### config.mk
export PLATFORM = sky130hd
export DESIGN_NAME = button_debouncer
export DESIGN_NICKNAME = d
export VERILOG_FILES = /design/src/rtl/button_debouncer.sv
export SDC_FILE = /design/constraint.sdc
export NUM_CORES = 1
export LEC_CHECK = 0
export CAP_MARGIN = 5
export CORE_ASPECT_RATIO = 1.5
export CORE_UTILIZATION = 50
export CTS_CLUSTER_DIAMETER = 60
export CTS_CLUSTER_SIZE = 24
export DETAILED_ROUTE_END_ITERATION = 8
export PLACE_DENSITY = 0.64
export REMOVE_ABC_BUFFERS = 1
export SLEW_MARGIN = 10
export SYNTH_ARGS = -nofsm -noshare
export SYNTH_HDL_FRONTEND = slang
export SYNTH_SLANG_ARGS = --single-unit
### constraint.sdc
create_clock -name clk_peripheral -period 3.7 [get_ports clk_peripheral]
set_clock_uncertainty 0.2 [all_clocks]
set_input_delay 0.925 -clock clk_peripheral [delete_from_list [all_inputs] [get_ports clk_peripheral]]
set_output_delay 0.925 -clock clk_peripheral [all_outputs]
set_load 0.005 [all_outputs]
### src/rtl/button_debouncer.sv
`default_nettype none
// +----------------------------------------------------------------------------+
// | button_debouncer                                                           |
// | Synchronises and debounces push-buttons; emits level, press, release and   |
// | auto-repeat strobes.                                                       |
// | Revision: 1.0                                                              |
// +----------------------------------------------------------------------------+
module button_debouncer #(
  parameter int N            = 5,
  parameter int DIV          = 12,
  parameter int DEBOUNCE     = 8,
  parameter int REPEAT_DELAY = 100,
  parameter int REPEAT_RATE  = 25
) (
  input  logic         clk_peripheral,
  input  logic         reset_n,
  input  logic [N-1:0] btn_raw,
  output logic [N-1:0] btn_state,
  output logic [N-1:0] btn_press,
  output logic [N-1:0] btn_release,
  output logic [N-1:0] btn_repeat,
  output logic         any_press
);

  localparam logic [7:0] c_deb_last  = 8'(DEBOUNCE - 1);
  localparam logic [7:0] c_rep_delay = 8'(REPEAT_DELAY);
  localparam logic [7:0] c_rep_rate  = 8'(REPEAT_RATE);

  logic [N-1:0]   r_sync1;
  logic [N-1:0]   r_sync2;
  logic [N-1:0]   r_state;
  logic [N-1:0]   r_press;
  logic [N-1:0]   r_release;
  logic [N-1:0]   r_repeat;
  logic           r_any;
  logic [DIV-1:0] r_div;
  logic [7:0]     r_cnt  [N];
  logic [7:0]     r_rcnt [N];

  logic           w_tick;
  logic [N-1:0]   w_diff;
  logic [N-1:0]   w_commit;

  always_comb begin
    w_tick   = &r_div;
    w_diff   = r_sync2 ^ r_state;
    w_commit = '0;
    for (int i = 0; i < N; i++) begin
      w_commit[i] = w_tick && w_diff[i] && (r_cnt[i] == c_deb_last);
    end
  end

  always_ff @(posedge clk_peripheral or negedge reset_n) begin
    if (!reset_n) begin
      r_sync1   <= '0;
      r_sync2   <= '0;
      r_state   <= '0;
      r_press   <= '0;
      r_release <= '0;
      r_repeat  <= '0;
      r_any     <= 1'b0;
      r_div     <= '0;
      for (int i = 0; i < N; i++) begin
        r_cnt[i]  <= '0;
        r_rcnt[i] <= '0;
      end
    end else begin
      r_sync1   <= btn_raw;
      r_sync2   <= r_sync1;
      r_div     <= r_div + DIV'(1);
      r_state   <= r_state ^ w_commit;
      r_press   <= w_commit & r_sync2;
      r_release <= w_commit & ~r_sync2;
      r_any     <= |(w_commit & r_sync2);
      r_repeat  <= '0;
      for (int i = 0; i < N; i++) begin
        if (w_tick) begin
          if (w_commit[i]) begin
            r_cnt[i]  <= '0;
            r_rcnt[i] <= r_sync2[i] ? c_rep_delay : 8'd0;
          end else begin
            // any tick where sync agrees with state restarts qualification
            r_cnt[i] <= w_diff[i] ? r_cnt[i] + 8'd1 : 8'd0;
            if (r_state[i]) begin
              if (r_rcnt[i] == 8'd1) begin
                r_repeat[i] <= 1'b1;
                r_rcnt[i]   <= c_rep_rate;
              end else if (r_rcnt[i] != 8'd0) begin
                r_rcnt[i] <= r_rcnt[i] - 8'd1;
              end
            end
          end
        end
      end
    end
  end

  assign btn_state   = r_state;
  assign btn_press   = r_press;
  assign btn_release = r_release;
  assign btn_repeat  = r_repeat;
  assign any_press   = r_any;

endmodule
`default_nettype wire

==> key figures, run 1 <==
Power and ir drop
  – Leakage: 3.57 nW
  – Switching portion of total power: 20.8%
  – Sw power: 0.652 mW
  – Logic pwr share: 1.6%
  – PwrDens: 407 nW/um^2
  – Internal power: 2.49 mW
  – Clock power share: 55.1%
  – Sequential share of power: 43.3%
  – VDD IR max: 0.331 mV

Die
  – Core Area: 13,000 sq um
  – Starting Density: 51.2%
  – Chip Width: 96.0 um
  – Row count: 51
  – Die area: 13,700 sq um
  – Io pins: 28
  – Die H: 143 um

Worst setup path
  – FF-to-FF path depth: 10
  – FF-to-FF setup slack: 0.63 ns
  – Worst Path Arrival: 3.17 ns
  – CP Class: register to register
  – Req. time, crit path: 3.80 ns
  – CP endpoint kind: register
  – Startpoint types: register
  – Crit-path max FO: 5

CTS
  – CTS buffer count: 17
  – Clock root buffer: clkbuf_16
  – Clock Pin Slew Worst Setup and Hold Paths: 0.06 ns
  – Post-CTS Resized: 0
  – Hold buffers post-CTS: 0
  – Num Clock Sinks: 123
  – Post-CTS Setup Inserts: 0
  – Longest Clk Path Bufs: 2
  – Clock latency reported for the late side of the worst-skew pair: 0.41 ns
  – H-tree level count: 4
  – CTS tree: yes

Timing
  – Final setup fails: 0
  – Slew Viols, Final: 0
  – Total negative slack: 0 ns
  – Worst-Margin Slew: 0.751 ns
  – Max-Slew Margin vs Limit: 49.5%
  – Final hold vios: 0
  – Final min period: 3.07 ns
  – FMAX: 326 MHz
  – Final period util: 83.0%
  – RSZ-0062 raised after global routing: no

Yosys
  – Post-synthesis cell count: 693
  – Post-Syn Area per Cell: 9.57 sq um
  – Synth Flop Type: dfrtp_1
  – Leading area contributor after synthesis: dfrtp_1
  – Synth Register Bits: 123
  – Post-synth top cells: dfrtp_1 (123), o21ai_0 (77), nand2_1 (59)
  – Fraction of the yosys area taken by sequential cells: 46.4%
  – Area share of the largest cell type after synthesis: 46.4%
  – Most common cell in the netlist: dfrtp_1
  – Post-synth EDFFs: 0
  – Post-Syn Area: 6630 sq um
  – Count of cell types in the netlist: 55
  – FFs w/ async S/R, synth: 100%
  – Main area contributors after synthesis: dfrtp_1 (46%), o21ai_0 (5.8%), ha_1 (4.0%), nand2_1 (3.3%), mux2i_1 (2.4%)
  – Synth Warn #: 0

Routing
  – Via/cell ratio: 5.96
  – Residual DRC count: 0
  – DR vias: 5,368
  – Initial drt markers: 277
  – Routed Antenna Nets: 0
  – Routed WL: 14.8 mm
  – DR pass1 iterations: 5
  – Drt wl/cell: 16.4 um

Status
  – Run status: finished, final reports clean

GRT
  – Initial antenna violation count: 0
  – Tot GR Track Use: 23.2%
  – First-pass GRT wire length: 24.6 mm
  – Vias in the first global route: 5,271
  – Grt total ovfl: 0
  – Maximum number of pins on one net before global-route repair: 48

Placed design
  – Cell Area, Placed: 7100 sq um
  – DP Wirelength: 10.2 mm
  – IO Port Bufs: 27
  – RePlAce Congestion: 0.924

Finish
  – Layout cells sized above 1: 10.2%
  – Finished layout cell area: 7700 sq um
  – Antenna cells: 0
  – Reg area: 3080 sq um
  – Fill cells: 1,092
  – Area of the multi-input gates: 3310 sq um
  – NumNets Final: 757
  – Synth-to-layout area growth: 16.2%

Hold path
  – Hold path cells: 0
  – Worst hold path class: register to register

Run
  – Max_cap viols: 0
[critical path, cell delays in order, from the launching register on]
cell and delay [ns]:
dfrtp_1 0.38, ha_1 0.23, nand4_1 0.27, nor3_1 0.35, buf_4 0.20, and4_1 0.23, inv_1 0.08, ha_1 0.21
nor2_1 0.31, o21ai_1 0.20, mux2_2 0.30
[layer usage]
layer  global-route usage (%)  wire length (um)  vias up
met3                     5.17               449       26
li1                         -                 -     2598
met5                        0                 0        -
met2                     40.0              7640      112
met4                     9.19               303        0
met1                     27.6              6410     2632
[cells by family (layout without fill, tap and decap cells)]
family | after synthesis | count (layout) | synth area share [%]
XOR/XNOR | 30 | 30 | 3.96
buffers and inverters | 56 | 105 | 3.75
adder cells (fa/ha/maj) | 21 | 21 | 3.96
flip-flops | 123 | 123 | 46.4
AND/OR/NAND/NOR | 278 | 278 | 23.4
AO/OA/AOI/OAI | 164 | 164 | 15.2
multiplexers | 21 | 21 | 3.38
[layout by cell type, fill, tap and decap left out, types with 21 or more instances in the layout]
master           instances
a21oi_1                 24
and3_1                  23
clkdlybuf4s50_1         26
dfrtp_1                123
ha_1                    21
inv_1                   32
nand2_1                 59
nand3_1                 28
nor2_1                  41
nor3_1                  28
o21ai_0                 77
[power by group through the flow]
stage	combinational [mW]	clock, mW	sequential, mW
after floorplan	0.0102	0	1.38
after global placement	0.0507	0	1.38
after detailed placement	0.0515	0	1.38
after CTS	0.0518	1.77	1.36
after global routing	0.0569	1.83	1.36
final	0.0491	1.73	1.36
[state kept, by name (all words and copies together), names as in the netlist]
register,flops
btn_state,5
btn_repeat,5
r_sync2,5
r_rcnt,40
r_sync1,5
r_cnt,40
any_press,1
r_div,12
btn_release,5
btn_press,5
[worst paths after layout]
check | startpoint | to
worst min-delay path | r_sync1[4]$_DFF_PN0_ | r_sync2[4]$_DFF_PN0_
worst max register to register | r_div[0]$_DFF_PN0_ | r_rcnt[1]$_DFFE_PN0P_
min in group asynchronous | reset_n | r_rcnt[1]$_DFFE_PN0P_
max in group asynchronous | reset_n | r_rcnt[35]$_DFFE_PN0P_
worst min register to register | r_sync1[4]$_DFF_PN0_ | r_sync2[4]$_DFF_PN0_
worst max-delay path | r_div[0]$_DFF_PN0_ | r_rcnt[1]$_DFFE_PN0P_
[final cells by class]
type | instances | area share (%)
flip-flops and latches | 123 | 39.9
repair buffers | 41 | 5.00
inverters | 32 | 1.56
clock buffers | 20 | 5.67
clock inverters | 12 | 2.24
multi-input cells | 514 | 43.0
well taps | 159 | 2.58
[stage by stage]
step | instances | hold WS, ns | util, % | power [mW] | setup WS, ns
5_1_grt | 901 | 0.160 | 59.5 | 3.24 | 0.421
4_1_cts | 901 | 0.141 | 59.5 | 3.18 | 0.668
2_1_floorplan | 669 | 0.131 | - | 1.39 | 0.465
6_report | 901 | 0.141 | 59.5 | 3.14 | 0.630
3_5_place_dp | 869 | 0.135 | 54.8 | 1.43 | 0.699
3_3_place_gp | 869 | 0.133 | 54.8 | 1.43 | 0.779
Note: power is estimated with default switching activity, not from simulation.
==> run 2, diff against run 1 <==
Clock period 3.7 ns to 2.95 ns, I/O delays scaled along.
==> key figures, run 2 (same netlist as run 1, synthesis figures left out) <==
CTS
  – Clock Pin Slew Worst Setup and Hold Paths: 0.06 ns
  – Clock root buffer: clkbuf_16
  – Post-CTS Setup Inserts: 0
  – CTS buffer count: 17
  – Num Clock Sinks: 123
  – Clock latency reported for the late side of the worst-skew pair: 0.41 ns
  – Longest Clk Path Bufs: 2
  – H-tree level count: 4
  – CTS tree: yes

Finish
  – Layout cells sized above 1: 12.5%
  – Antenna cells: 0
  – Commonest non-fill, non-tap cell in the layout: dfrtp_1
  – Most frequent cells in the layout: dfrtp_1 (123), o21ai_0 (77), nand2_1 (59), nor2_1 (40), inv_1 (32)
  – Synth-to-layout area growth: 18.0%
  – NumNets Final: 770
  – Fill cells: 1,113
  – Leading registers by flop count: r_cnt (40), r_rcnt (40), r_div (12)

Timing
  – Final setup fails: 0
  – Final min period: 2.82 ns
  – Slew Viols, Final: 0
  – Final hold vios: 0
  – Total negative slack: 0 ns
  – Worst hold slack: 0.109 ns
  – Max-Slew Margin vs Limit: 52.5%
  – FMAX: 355 MHz
  – RSZ-0062 raised after global routing: no
  – Worst-Margin Slew: 0.707 ns
  – Final period util: 95.5%

GRT
  – Tot GR Track Use: 23.9%
  – First-pass GRT wire length: 25.4 mm
  – Initial antenna violation count: 0
  – Vias in the first global route: 5,444
  – Grt total ovfl: 0
  – Maximum number of pins on one net before global-route repair: 50

Worst setup path
  – Crit path largest cell delay: 0.55 ns
  – Reg2Reg Launch Point: r_cnt[28]$_DFFE_PN0P_
  – CP endpoint kind: register
  – Reg2reg end: r_rcnt[24]$_DFFE_PN0P_
  – Worst Path Arrival: 2.92 ns
  – FF-to-FF path depth: 8
  – Startpoint types: register
  – CP max-delay cell: or4_1
  – Crit path cell chain: or4_1 -> nor3_1 -> and4_1 -> inv_1 -> ha_1 -> nor2_2 -> o21a_4 -> mux2_4
  – Crit-path max FO: 6
  – CP Class: register to register
  – FF-to-FF setup slack: 0.13 ns
  – Req. time, crit path: 3.05 ns

Routing
  – Initial drt markers: 254
  – DR vias: 5,416
  – DR pass1 iterations: 5
  – Routed WL: 14.8 mm
  – Drt wl/cell: 16.2 um
  – Residual DRC count: 0
  – Via/cell ratio: 5.93
  – Routed Antenna Nets: 0

Power and ir drop
  – VDD IR max: 0.299 mV
  – Leakage: 3.66 nW
  – PwrDens: 497 nW/um^2

Placed design
  – DP Wirelength: 10.4 mm
  – IO Port Bufs: 27
  – RePlAce Congestion: 0.871

Die
  – Core Area: 13,000 sq um
  – Row count: 51
  – Starting Density: 51.2%
  – Die H: 143 um
  – Die area: 13,700 sq um
  – Io pins: 28
  – Chip Width: 96.0 um

Status
  – Run status: finished, final reports clean

Run
  – Max_cap viols: 0

Hold path
  – Worst hold path class: primary input to async pin
[run 2: changes by cell type in the layout (fill, tap and decap cells not counted), sizes merged]
cell      delta
clkinvlp     -1
bufinv       -1
buf         +13
clkinv       +2
[run 2: how the worst max path moves through the flow]
| stage | start | to | slack [ns] | cells after the start |
|---|---|---|---|---|
| after floorplan | r_div[0]$_DFF_PN0_ | r_cnt[11]$_DFFE_PN0P_ | -0.28 | 6 |
| after global placement | r_cnt[28]$_DFFE_PN0P_ | r_rcnt[25]$_DFFE_PN0P_ | 0.20 | 8 |
| after detailed placement | r_cnt[28]$_DFFE_PN0P_ | r_rcnt[24]$_DFFE_PN0P_ | 0.13 | 8 |
| after CTS | r_cnt[28]$_DFFE_PN0P_ | r_rcnt[24]$_DFFE_PN0P_ | 0.1 | 8 |
| after global routing | r_cnt[28]$_DFFE_PN0P_ | r_rcnt[24]$_DFFE_PN0P_ | 0.02 | 8 |
| final | r_cnt[28]$_DFFE_PN0P_ | r_rcnt[24]$_DFFE_PN0P_ | 0.13 | 8 |
[run 2: layer usage]
layer	vias to the layer above	global-route usage [%]	wire, um
met5	-	0	0
met4	0	8.56	206
met3	18	5.22	522
met2	130	41.7	7750
met1	2640	28.5	6370
li1	2628	-	-
[run 2: critical path, delay by kind of cell, from the launching register on]
family	cells	cell delay (ns)
DFF	1	0.42
buffers and inverters	1	0.10
and+or+nand+nor	4	1.26
muxes	1	0.30
AOI/OAI and AO/OA	1	0.22
adders and majority gates	1	0.21
[run 2: through the flow]
| stage | utilization (%) | setup slack, ns | cells | area, sq um | total power, mW |
|---|---|---|---|---|---|
| after floorplan | - | -0.285 | 669 | 6500 | 1.74 |
| after global placement | 55.6 | 0.200 | 882 | 7210 | 1.80 |
| after detailed placement | 55.6 | 0.126 | 882 | 7210 | 1.80 |
| after CTS | 60.3 | 0.0978 | 914 | 7820 | 3.94 |
| after global routing | 60.4 | 0.0230 | 914 | 7830 | 4.02 |
| final | 60.4 | 0.132 | 914 | 7830 | 3.89 |
[run 2: what timing repair did]
| action | 4_1_cts | 5_1_grt |
|---|---|---|
| endpoints found under the hold margin | 0 | 0 |
| gates resized for setup | 0 | 2 |
| setup endpoints to repair | 0 | 4 |
| hold buffers | 0 | 0 |
[run 2: final cells by class]
class                      count  area (sq um)  area share, %
multi-input combinational    514          3320           42.4
sequential                   123          3080           39.3
timing repair buffer          54           495           6.33
clock buffer                  20           467           5.96
tap                          159           199           2.54
clock inverter                12           145           1.85
inverter                      32           120           1.54
[run 2: power breakdown]
group          internal [mW]  switching (mW)
registers               1.70         0.00940
clock network           1.39           0.739
logic                 0.0176          0.0450
